[config.mk]
export PLATFORM = sky130hd
export DESIGN_NAME = writeback_drainer
export DESIGN_NICKNAME = d
export VERILOG_FILES = /design/src/rtl/writeback_drainer.sv
export SDC_FILE = /design/constraint.sdc
export NUM_CORES = 1
export LEC_CHECK = 0
export CELL_PAD_IN_SITES_DETAIL_PLACEMENT = 1
export CELL_PAD_IN_SITES_GLOBAL_PLACEMENT = 1
export CORE_MARGIN = 2
export CORE_UTILIZATION = 31
export DETAILED_ROUTE_END_ITERATION = 10
export PLACE_DENSITY = 0.87
export SYNTH_ARGS = -nofsm -noshare
export SYNTH_HDL_FRONTEND = slang
export SYNTH_SLANG_ARGS = --single-unit
[constraint.sdc]
create_clock -name clock -period 6.6 [get_ports clock]
set_input_delay 1.32 -clock clock [delete_from_list [all_inputs] [get_ports clock]]
set_output_delay 1.32 -clock clock [all_outputs]
set_load 0.1 [all_outputs]
[src/rtl/writeback_drainer.sv]
// Drains queued line addresses into AXI4 full-line INCR write bursts filled with a pattern word,
// pops the queue once each burst's write response arrives, and counts completions and errors.
module writeback_drainer #(
  parameter int ADDR_WIDTH    = 40,
  parameter int DATA_WIDTH    = 128,
  parameter int LINE_BYTES    = 64,
  parameter int REGISTER_SIZE = 32
) (
  input  logic                     clock,
  input  logic                     reset,
  input  logic                     enable,
  input  logic                     flush,
  input  logic [REGISTER_SIZE-1:0] pattern,
  input  logic [ADDR_WIDTH-1:0]    q_value,
  input  logic                     q_empty,
  input  logic                     q_full,
  output logic                     q_consumed,
  output logic [ADDR_WIDTH-1:0]    m_awaddr,
  output logic [7:0]               m_awlen,
  output logic [2:0]               m_awsize,
  output logic [1:0]               m_awburst,
  output logic                     m_awvalid,
  input  logic                     m_awready,
  output logic [DATA_WIDTH-1:0]    m_wdata,
  output logic [DATA_WIDTH/8-1:0]  m_wstrb,
  output logic                     m_wlast,
  output logic                     m_wvalid,
  input  logic                     m_wready,
  input  logic [1:0]               m_bresp,
  input  logic                     m_bvalid,
  output logic                     m_bready,
  output logic                     busy,
  output logic [REGISTER_SIZE-1:0] writes_done,
  output logic [REGISTER_SIZE-1:0] write_errors
);

  localparam int                    BEATS     = LINE_BYTES * 8 / DATA_WIDTH;
  localparam int                    REPL      = DATA_WIDTH / REGISTER_SIZE;
  localparam logic [7:0]            LAST_BEAT = 8'(BEATS - 1);
  localparam logic [2:0]            AW_SIZE   = 3'($clog2(DATA_WIDTH / 8));
  localparam logic [ADDR_WIDTH-1:0] LINE_MASK = ~ADDR_WIDTH'(LINE_BYTES - 1);

  typedef enum logic [2:0] {IDLE, ADDR, DATA, RESP, POP} state_t;

  state_t                   state;
  logic                     drain;
  logic [7:0]               beat;
  logic [ADDR_WIDTH-1:0]    addr_q;
  logic [REGISTER_SIZE-1:0] pattern_q;

  // Only the error bit of the write response is significant here.
  logic unused_bresp_okay;
  assign unused_bresp_okay = m_bresp[0];

  assign m_awaddr  = addr_q;
  assign m_awlen   = LAST_BEAT;
  assign m_awsize  = AW_SIZE;
  assign m_awburst = 2'b01;
  assign m_wdata   = {REPL{pattern_q}};
  assign m_wstrb   = '1;

  always_ff @(posedge clock or posedge reset) begin
    if (reset) begin
      state        <= IDLE;
      drain        <= 1'b0;
      beat         <= '0;
      addr_q       <= '0;
      pattern_q    <= '0;
      m_awvalid    <= 1'b0;
      m_wvalid     <= 1'b0;
      m_wlast      <= 1'b0;
      m_bready     <= 1'b0;
      q_consumed   <= 1'b0;
      busy         <= 1'b0;
      writes_done  <= '0;
      write_errors <= '0;
    end else begin
      // Drain request sticks until the queue has been emptied with no flush pending.
      if (q_full || flush)
        drain <= 1'b1;
      else if (state == IDLE && q_empty)
        drain <= 1'b0;

      case (state)
        IDLE: begin
          if (enable && drain && !q_empty) begin
            busy <= 1'b1;
            if (q_value == '0) begin
              // Address 0 marks an invalid entry: drop it without touching the bus.
              q_consumed <= 1'b1;
              state      <= POP;
            end else begin
              addr_q    <= q_value & LINE_MASK;
              pattern_q <= pattern;
              m_awvalid <= 1'b1;
              state     <= ADDR;
            end
          end
        end
        ADDR: begin
          if (m_awready) begin
            m_awvalid <= 1'b0;
            m_wvalid  <= 1'b1;
            m_wlast   <= (LAST_BEAT == 8'd0);
            beat      <= '0;
            state     <= DATA;
          end
        end
        DATA: begin
          if (m_wready) begin
            if (m_wlast) begin
              m_wvalid <= 1'b0;
              m_wlast  <= 1'b0;
              m_bready <= 1'b1;
              state    <= RESP;
            end else begin
              beat    <= beat + 8'd1;
              m_wlast <= (beat + 8'd1 == LAST_BEAT);
            end
          end
        end
        RESP: begin
          if (m_bvalid) begin
            m_bready    <= 1'b0;
            writes_done <= writes_done + REGISTER_SIZE'(1);
            if (m_bresp[1])
              write_errors <= write_errors + REGISTER_SIZE'(1);
            q_consumed  <= 1'b1;
            state       <= POP;
          end
        end
        POP: begin
          q_consumed <= 1'b0;
          busy       <= 1'b0;
          state      <= IDLE;
        end
        default: begin
          state <= IDLE;
        end
      endcase
    end
  end

endmodule

# --- Yosys cells after proc, flatten, opt, wreduce, memory -nomap -nowiden ---
# Index checks and enable logic that the tools add are counted.
classes:
  eq_ne: 13
  bitwise: 1
  mux: 34
  n_addsub: 3
  n_reduce_logical: 24
op_table:
  columns: ["cell", "n"]
  rows:
  - ["32-bit by 1-bit adder with 32-bit output, second input constant", 2]
  - ["40-bit logical NOT", 1]
  - ["8-bit two-way mux", 3]
  - ["4-bit AND reduction", 5]
  - ["3-bit two-way mux", 6]
  - ["1-bit two-way mux", 17]
  - ["8-bit one-hot mux with 2 select lines", 1]
  - ["2-bit inequality test, second input constant", 6]
  - ["3-bit one-hot mux with 4 select lines", 1]
  - ["1-bit one-hot mux with 2 select lines", 5]
  - ["2-bit nonzero test", 5]
  - ["3-bit AND reduction", 3]
  - ["8-bit by 1-bit adder with 8-bit output, second input constant", 1]
  - ["8-bit by 2-bit == test with 1-bit output, second input constant", 1]
  - ["3-bit by 2-bit == test with 1-bit output, second input constant", 2]
  - ["5-bit AND reduction", 1]
  - ["2-bit by 1-bit inequality test with 1-bit output, second input constant", 2]
  - ["2-bit AND reduction", 2]
  - ["3-bit by 1-bit == test with 1-bit output, second input constant", 1]
  - ["3-bit == test, second input constant", 1]
  - ["1-bit logical AND", 3]
  - ["3-bit logical NOT", 1]
  - ["1-bit one-hot mux with 3 select lines", 1]
  - ["3-bit nonzero test", 1]
  - ["other kinds (3)", 3]
word_totals:
  ff_bits: 148
  output_inout_bits: 267

# --- Depth between registers and ports, before layout ---
# Gate-level depths: netlist (run 1).
depth:
  depth_word: 5
  mapped_depth: 6

# --- Worst setup path before layout (run 1) ---
# Ideal clock, no wire load.
synth_path:
  path_type: "in2reg"
  start: "input port q_value[11]"
  end: "register addr_q[14], in the netlist m_awaddr[14]"
  arrival_ns: 2.717
  cell_stages: 6
  path_slack_ns: 3.757
  path_cell_list: "or4_1 > nor2_1 > a31oi_1 > buf_6 > buf_6 > mux2_4"
synth_between:
  elab_chain_len: 3
synth_lines:
  columns: ["item", "line", "rtl"]
  rows:
  - ["from (decl)", "14", "input logic [ADDR_WIDTH-1:0] q_value,"]
  - ["40-bit logical NOT", "88", "if (q_value == '0) begin"]
  - ["1-bit NOT (no source line)", null, null]
  - ["3-bit AND reduction (no source line)", null, null]
  - ["to (signal assigned)", "93", "addr_q <= q_value & LINE_MASK;"]
  - ["to (decl)", "48", "logic [ADDR_WIDTH-1:0] addr_q;"]
# No other way between the ends.
# A chain may end at the register's enable or synchronous reset.

# --- Worst setup path after layout (run 1) ---
layout_path:
  start: "register pattern_q[7]"
  end: "output port m_wdata[103]"
layout_rtl:
  columns: ["item", "line", "rtl"]
  rows:
  - ["from (decl)", "49", "logic [REGISTER_SIZE-1:0] pattern_q;"]
  - ["from (signal assigned)", "94", "pattern_q <= pattern;"]
  - ["to (decl)", "24", "output logic [DATA_WIDTH-1:0] m_wdata,"]
# No word-level cell between the ends.

==> run_results.csv, run 1 <==
group,metric,value,unit
cells_and_area,utilization,0.446,
synthesis,synth_top_flop_cell,"dfrtp_1",
synthesis,async_reset_ff_frac,1.00,
placement,place_inst,1184,
routing,dr.pass1.iters,4,
worst_setup_path,required,5.28,ns
hold_path,min_path_type,"register to register",
placement,hpwlAfterDp,18.0,mm
worst_setup_path,endpoint_kind,"primary output",
clock_network,cts_buffer_depth,2,
timing,maxSlewHeadroom,0.295,
synthesis,ys_types,48,
floorplan,die_h,160,um
cells_and_area,n_fill_cell,2580,
floorplan,die-width,160,um
floorplan,pin_count,350,
worst_setup_path,crit_path_start,"pattern_q[7]",
synthesis,synth-seq-cells,148,
timing,final.period_utilization,0.524,
clock_network,numCtsBuffers,17,
synthesis,yosys_warnings,0,
worst_setup_path,critical_path_arrival,2.14,ns
placement,io_buffer_count,313,
synthesis,synth_commonest_cells,"dfrtp_1 (148), buf_4 (132), mux2_2 (49)",
worst_setup_path,critical_path.max_fanout,5,
cells_and_area,final_cells,1222,
timing,skew,0.0116,ns
synthesis,yosysTopAreaCell,"dfrtp_1",
routing,route.detailed.drc,0,
worst_setup_path,crit_family,"buffers and inverters",
grt,grt_pass1_wl,36.5,mm
clock_network,postCtsHoldBufs,0,
grt,grt_pass1_vias,6205,
synthesis,synth.area.top_cells,"dfrtp_1 (49%), buf_4 (13%), mux2_2 (7.3%), xnor2_1 (4.5%), mux2_4 (3.6%)",
timing,slew_violations,0,
clock_network,ctsResizeCount,0,
timing,worst_slew_pin_slew,1.05,ns
routing,vias_per_cell,4.64,
synthesis,synth-edff-count,0,
routing,routed_wl,23.3,mm
worst_setup_path,crit_buf_inv,1,
grt,grt_overflow,0,
timing,rsz0062_at_grt,"false",
worst_setup_path,worstPathCellList,"clkdlybuf4s50_1",
worst_setup_path,crit_cells,1,
placement,place_congestion,0.805,
job,maxCapViolations,0,
synthesis,syn_inst,659,
clock_network,path_clk_slew,0.07,ns
hold_path,holdPathStages,1,
worst_setup_path,start_kind,"register",
grt,grt_max_degree,69,
floorplan,start_util,0.313,
cells_and_area,syn2layout_area_growth,42.4,%
clock_network,clockRootBuffer,"clkbuf_16",
worst_setup_path,cpPeakStageDelay,1.23,ns
floorplan,placementRows,57,
timing,finalSetupTns,0,ns
routing,via_count,5672,
clock_network,cts_max_level,4,
clock_network,post_cts_buffers,0,
routing,wl_per_cell,19.0,um
worst_setup_path,r2r_cells,5,
timing,hold_violations,0,
timing,setup_viol,0,
cells_and_area,multiInputGateArea,0.00285,mm^2
timing,min_period,3.46,ns
clock_network,clock_sink_count,148,
outcome,status,"finished, final reports clean",
worst_setup_path,cpMaxStageDelayCell,"clkdlybuf4s50_1",
routing,ant_nets,0,
timing,max_freq,0.289,GHz
synthesis,ys_seq_area_frac,0.489,
grt,groute.usage.overall,0.183,
floorplan,fp.dieArea,0.0257,mm^2
synthesis,syn_avg_cell_area,11.5,um^2
synthesis,synth_top_area_frac,0.489,
cells_and_area,drive_above_1_share,0.138,
synthesis,syn_area,0.00757,mm^2
clock_network,clkLatencyLatePin,0.42,ns
cells_and_area,final_net_count,966,
cells_and_area,seqCellArea,0.00370,mm^2
clock_network,cts_tree,"yes",
synthesis,synth.most_common_cell,"dfrtp_1",
floorplan,coreArea,0.0242,mm^2
grt,grt_antenna_before_repair,7,
hold_path,hold_start,"writes_done[31]",
worst_setup_path,path_class,"register to primary output",
routing,drt_iter0_markers,151,
worst_setup_path,reg2reg_from,"state[0]",
## cell type report
cell class                 count  share of cell area
clock buffer                  18              0.0398
antenna                        6             0.00139
tap                          324              0.0376
multi-input combinational    381               0.265
inverter                      12             0.00464
timing repair buffer         319               0.295
clock inverter                14              0.0131
sequential                   148               0.344
## layout by cell type (no fill, tap or decap), types with 7 or more instances in the layout
master	instances
mux2_2	49
nor3_2	8
o21ai_0	9
mux2_4	18
clkbuf_16	17
xor2_1	25
nand3_1	30
and4_1	10
nor4_1	10
xnor2_1	39
inv_6	7
a21oi_1	10
inv_1	11
and3_1	8
nand4_1	19
nor2_1	16
conb_1	35
nand2_1	37
dfrtp_1	148
clkdlybuf4s50_1	313
nor3_1	14
## routing by layer
layer  GRT usage  vias up  part of all wire
li1            -     2555                 -
met1       0.197     2863              0.37
met2       0.335      222              0.54
met3      0.0564       30             0.065
met4      0.0717        2             0.025
met5           0        -           0.00056
## path summary, 6_finish.rpt
kind | end | slack (ns)
setup / recovery | m_wdata[103] | 3.14
hold / removal | writes_done[31] | 0.47
setup reg to reg | pattern_q[16] | 3.95
hold reg to reg | writes_done[31] | 0.47
max in group asynchronous | m_awaddr[6] | 4.20
min in group asynchronous | pattern_q[22] | 1.35
## through the flow
stage / area [um^2] / hold slack (ns) / worst slack, ns
6_report: 10800 / 0.474 / 3.14
5_1_grt: 10800 / 0.504 / 3.07
4_1_cts: 10800 / 0.480 / 3.09
3_5_place_dp: 10200 / 0.470 / 2.81
3_3_place_gp: 10200 / 0.462 / 2.83
2_1_floorplan: 7690 / 0.451 / 1.30
## sequential cells by signal, summed over array words and instances (netlist names)
name	flops
m_wlast	1
writes_done	32
state	3
write_errors	32
pattern_q	32
m_bready	1
m_awvalid	1
drain	1
beat	8
busy	1
m_wvalid	1
q_consumed	1
m_awaddr	34
## cells by family (layout without fill, tap and decap cells)
family / count (synthesis) / count (layout) / share of synthesized area
simple gates: 173 / 173 / 0.135
buf+inv: 163 / 363 / 0.152
flops: 148 / 148 / 0.489
mux: 72 / 72 / 0.115
xor+xnor: 64 / 64 / 0.0740
compound gates: 33 / 33 / 0.0266
fa+ha+maj: 4 / 4 / 0.00661
other cells: 2 / 41 / 0.000992
Power of run 1 is left out: the tool's default activity adds up to more than one toggle a clock period on the data nets, which glitch-free logic cannot reach.
==> run 2, diff against run 1 <==
- clock period: 6.6 -> 3.2 ns (I/O delays scaled with it)
==> run_results.csv, run 2 (synthesis gave the netlist of run 1 again) <==
group,metric,value,unit
timing,worst_slew_pin_slew,0.726,ns
hold_path,min_path_type,"register to register",
hold_path,hold_start,"write_errors[31]",
grt,grt_pass1_vias,5915,
routing,ant_nets,0,
timing,rsz0062_at_grt,"false",
worst_setup_path,cpPeakStageDelay,0.55,ns
worst_setup_path,cpMaxStageDelayCell,"or4_1",
worst_setup_path,reg2reg_from,"state[0]",
timing,worst_slack,0.816,ns
grt,grt_overflow,0,
placement,dpl_worst_slack,0.375,ns
outcome,status,"finished, final reports clean",
floorplan,pin_count,350,
worst_setup_path,crit_buf_inv,2,
job,maxCapViolations,0,
grt,grt_max_degree,69,
cells_and_area,largest_register_ffs,34,
hold_path,hold_path_end,"write_errors[31]",
routing,dr.pass1.iters,4,
routing,vias_per_cell,4.59,
timing,finalSetupTns,0,ns
floorplan,placementRows,57,
clock_network,cts_max_level,4,
timing,final.period_utilization,0.745,
cells_and_area,drive_above_1_share,0.400,
cells_and_area,final_common_cell,"buf_4",
cells_and_area,syn2layout_area_growth,36.1,%
clock_network,clock_sink_count,148,
worst_setup_path,endpoint_kind,"register",
worst_setup_path,required,3.49,ns
timing,setup_viol,0,
worst_setup_path,worstPathCellList,"clkdlybuf4s50_1, or4_1, nor2_1, a31oi_4, buf_12, mux2_4",
timing,skew,0.0112,ns
worst_setup_path,critical_path_arrival,2.68,ns
clock_network,clkLatencyLatePin,0.42,ns
grt,groute.usage.overall,0.169,
routing,route.detailed.drc,0,
worst_setup_path,start_kind,"input port",
worst_setup_path,regToRegSetupSlack,1.03,ns
worst_setup_path,r2r_cells,5,
worst_setup_path,critical_path.max_fanout,68,
cells_and_area,mostFrequentLayoutCells,"buf_4 (238), dfrtp_1 (148), clkdlybuf4s50_1 (81), mux2_2 (49), xnor2_1 (39)",
hold_path,holdPathStages,1,
clock_network,postCtsHoldBufs,0,
placement,io_buffer_count,313,
grt,grt_antenna_before_repair,3,
clock_network,clockRootBuffer,"clkbuf_16",
timing,max_freq,0.419,GHz
clock_network,numCtsBuffers,17,
floorplan,start_util,0.313,
clock_network,ctsResizeCount,0,
routing,wl_per_cell,17.9,um
cells_and_area,n_fill_cell,2633,
floorplan,die-width,160,um
timing,maxSlewHeadroom,0.512,
clock_network,cts_tree,"yes",
placement,hpwlAfterDp,16.8,mm
worst_setup_path,path_class,"input port to register",
clock_network,path_clk_slew,0.06,ns
clock_network,cts_buffer_depth,2,
floorplan,die_h,160,um
worst_setup_path,crit_family,"simple AND/OR/NAND/NOR gates",
grt,grt_pass1_wl,34.2,mm
floorplan,fp.dieArea,0.0257,mm^2
clock_network,post_cts_buffers,0,
placement,place_congestion,0.794,
routing,routed_wl,21.9,mm
worst_setup_path,r2r_end,"pattern_q[15]",
routing,drt_iter0_markers,220,
timing,min_period,2.38,ns
cells_and_area,final_net_count,969,
timing,hold_violations,0,
routing,via_count,5608,
floorplan,coreArea,0.0242,mm^2
timing,slew_violations,0,
==> run 2: changes by cell type in the layout (fill, tap and decap cells not counted), sizes merged <==
cell | before | now
clkdlybuf4s50 | 313 | 81
diode | 6 | 3
clkbuf | 18 | 17
inv | 19 | 16
bufinv | 1 | 4
buf | 6 | 241
==> run 2: worst reg2reg max path: cells and delay by family, from the launching register on <==
kind,cells,cell delay (ns)
compound gates,1,0.20
buf+inv,1,0.38
flops,1,0.56
mux,1,0.43
simple gates,2,0.50
==> run 2: stage by stage <==
step / instances / cell area, um^2 / utilization / hold slack, ns
after floorplan: 692 / 7700 / - / 0.451
after global placement: 1187 / 9670 / 0.400 / 0.461
after detailed placement: 1187 / 9670 / 0.400 / 0.462
after CTS: 1218 / 10300 / 0.426 / 0.483
after global routing: 1221 / 10300 / 0.426 / 0.511
final: 1221 / 10300 / 0.426 / 0.478
==> run 2: final cells by class <==
class	instances	area (um^2)	area share
Antenna cell	3	7.51	0.000729
Clock buffer	17	425	0.0413
Clock inverter	14	200	0.0194
Inverter	12	48.8	0.00474
Multi-Input combinational cell	381	2850	0.277
Sequential cell	148	3700	0.359
Tap cell	324	405	0.0393
Timing Repair Buffer	322	2660	0.258
==> run 2: worst max-delay path by stage <==
stage / startpoint / endpoint / slack, ns / depth (start not counted)
after floorplan: reset / beat[0] / 0.70 / 1
after global placement: q_value[38] / m_awaddr[11] / 0.41 / 6
after detailed placement: q_value[11] / pattern_q[15] / 0.38 / 6
after CTS: q_value[11] / pattern_q[15] / 0.82 / 6
after global routing: q_value[11] / m_awaddr[16] / 0.76 / 6
final: q_value[11] / m_awaddr[16] / 0.82 / 6
==> run 2: routing by layer <==
metal | up-vias | routed length [um] | GRT usage
li1 | 2564 | - | -
met1 | 2819 | 8540 | 0.191
met2 | 206 | 11700 | 0.310
met3 | 19 | 1320 | 0.0494
met4 | 0 | 333 | 0.0483
met5 | - | 0 | 0
Power of run 2 is left out for the same reason.
==> run 3, diff against run 2 <==
- CORE_UTILIZATION: 31 -> 28
- PLACE_DENSITY: 0.87 -> 0.84
- clock period: 3.2 -> 2.12 ns (I/O delays scaled with it)
==> run_results.csv, run 3 (synthesis gave the netlist of run 1 again) <==
group,metric,value,unit
timing,maxSlewHeadroom,0.640,
grt,grt_max_degree,76,
clock_network,cts_buffer_depth,2,
worst_setup_path,start_kind,"input port",
hold_path,min_path_type,"register to register",
timing,worst_slew_pin_slew,0.535,ns
clock_network,clockRootBuffer,"clkbuf_16",
floorplan,die-width,168,um
timing,finalSetupTns,0,ns
routing,ant_nets,0,
timing,hold_violations,0,
cells_and_area,n_fill_cell,2950,
floorplan,fp.dieArea,0.0284,mm^2
clock_network,path_clk_slew,0.07,ns
routing,routed_wl,23.1,mm
placement,place_inst,1246,
cells_and_area,mostFrequentLayoutCells,"buf_4 (279), dfrtp_1 (107), clkdlybuf4s50_1 (81), mux2_2 (49), dfrtp_2 (41)",
clock_network,cts_max_level,4,
job,maxCapViolations,0,
worst_setup_path,critical_path_arrival,2.41,ns
cells_and_area,final_net_count,1012,
worst_setup_path,required,2.41,ns
grt,grt_overflow,0,
placement,place_congestion,0.818,
worst_setup_path,cpPeakStageDelay,0.46,ns
timing,final.period_utilization,0.999,
worst_setup_path,worstPathCellList,"clkdlybuf4s50_1, nor4_1, and4_1, a31oi_4, buf_4, mux2_4",
routing,vias_per_cell,4.50,
worst_setup_path,endpoint_kind,"register",
floorplan,placementRows,60,
clock_network,clock_sink_count,148,
worst_setup_path,cpMaxStageDelayCell,"clkdlybuf4s50_1",
grt,grt_pass1_wl,35.9,mm
timing,max_freq,0.472,GHz
clock_network,clkLatencyLatePin,0.41,ns
routing,wl_per_cell,18.0,um
cells_and_area,final_cells,1281,
placement,io_buffer_count,313,
placement,hpwlAfterDp,17.8,mm
floorplan,coreArea,0.0267,mm^2
worst_setup_path,crit_buf_inv,2,
routing,dr.pass1.iters,4,
clock_network,post_cts_buffers,0,
timing,rsz0062_at_grt,"false",
worst_setup_path,regToRegSetupSlack,0.14,ns
grt,grt_antenna_before_repair,2,
cells_and_area,syn2layout_area_growth,42.4,%
routing,drt_iter0_markers,261,
timing,slew_violations,0,
cells_and_area,final_common_cell,"buf_4",
routing,route.detailed.drc,0,
cells_and_area,largest_register_ffs,34,
timing,setup_viol,0,
routing,via_count,5770,
worst_setup_path,crit_family,"simple AND/OR/NAND/NOR gates",
grt,groute.usage.overall,0.162,
worst_setup_path,critical_path.max_fanout,14,
clock_network,cts_tree,"yes",
timing,min_period,2.12,ns
timing,whs,0.484,ns
grt,grt_pass1_vias,6152,
clock_network,numCtsBuffers,17,
timing,skew,0.00959,ns
floorplan,pin_count,350,
cells_and_area,utilization,0.403,
cells_and_area,drive_above_1_share,0.475,
worst_setup_path,path_class,"input port to register",
outcome,status,"finished, final reports clean",
floorplan,start_util,0.283,
floorplan,die_h,168,um
[run 3: changes by cell type in the layout (fill, tap and decap cells not counted), moves of 2 or more]
| cell | before | now |
|---|---|---|
| dfrtp_1 | 148 | 107 |
| buf_4 | 238 | 279 |
| dfrtp_2 | 0 | 41 |
| clkbuf_8 | 0 | 2 |
| clkinv_4 | 1 | 3 |
| inv_6 | 5 | 2 |
[run 3: timing repair]
action                                 4_1_cts  5_1_grt
hold buffers                                 0        0
resized for setup                            0        4
setup endpoints to repair                    0       64
endpoints found under the hold margin        0        0
[run 3: per-layer routing]
metal  routed length (um)  track usage  part of all wire
met4                  602       0.0577             0.026
met5                    0            0                 0
met3                 1330       0.0404             0.058
met2                12300        0.294              0.53
met1                 8870        0.185              0.38
[run 3: metrics by stage]
stage | worst slack [ns] | instance area, um^2
floorplan | -0.322 | 7760
global placement | -0.318 | 10100
detailed placement | -0.416 | 10100
CTS | 0.0230 | 10700
global route | 0.000980 | 10800
finish | 0.00142 | 10800
[run 3: area by class of cell]
type / count / area, um^2 / area share
Multi-Input combinational cell: 381 / 2880 / 0.267
Clock inverter: 13 / 198 / 0.0183
Clock buffer: 19 / 453 / 0.0420
Sequential cell: 148 / 3750 / 0.348
Tap cell: 341 / 427 / 0.0396
Antenna cell: 2 / 5.00 / 0.000464
Timing Repair Buffer: 365 / 3010 / 0.279
Inverter: 12 / 48.8 / 0.00453
[run 3: path summary, 6_finish.rpt]
| check | cells after the start | endpoint | start |
|---|---|---|---|
| worst max register to register | 5 | m_awaddr[15] | state[2] |
| worst max-delay path | 6 | m_awaddr[15] | q_value[34] |
| min in group asynchronous | 3 | writes_done[30] | reset |
| max in group asynchronous | 3 | writes_done[7] | reset |
| worst min register to register | 1 | drain | drain |
| worst min-delay path | 1 | drain | drain |
Power of run 3 is left out for the same reason.
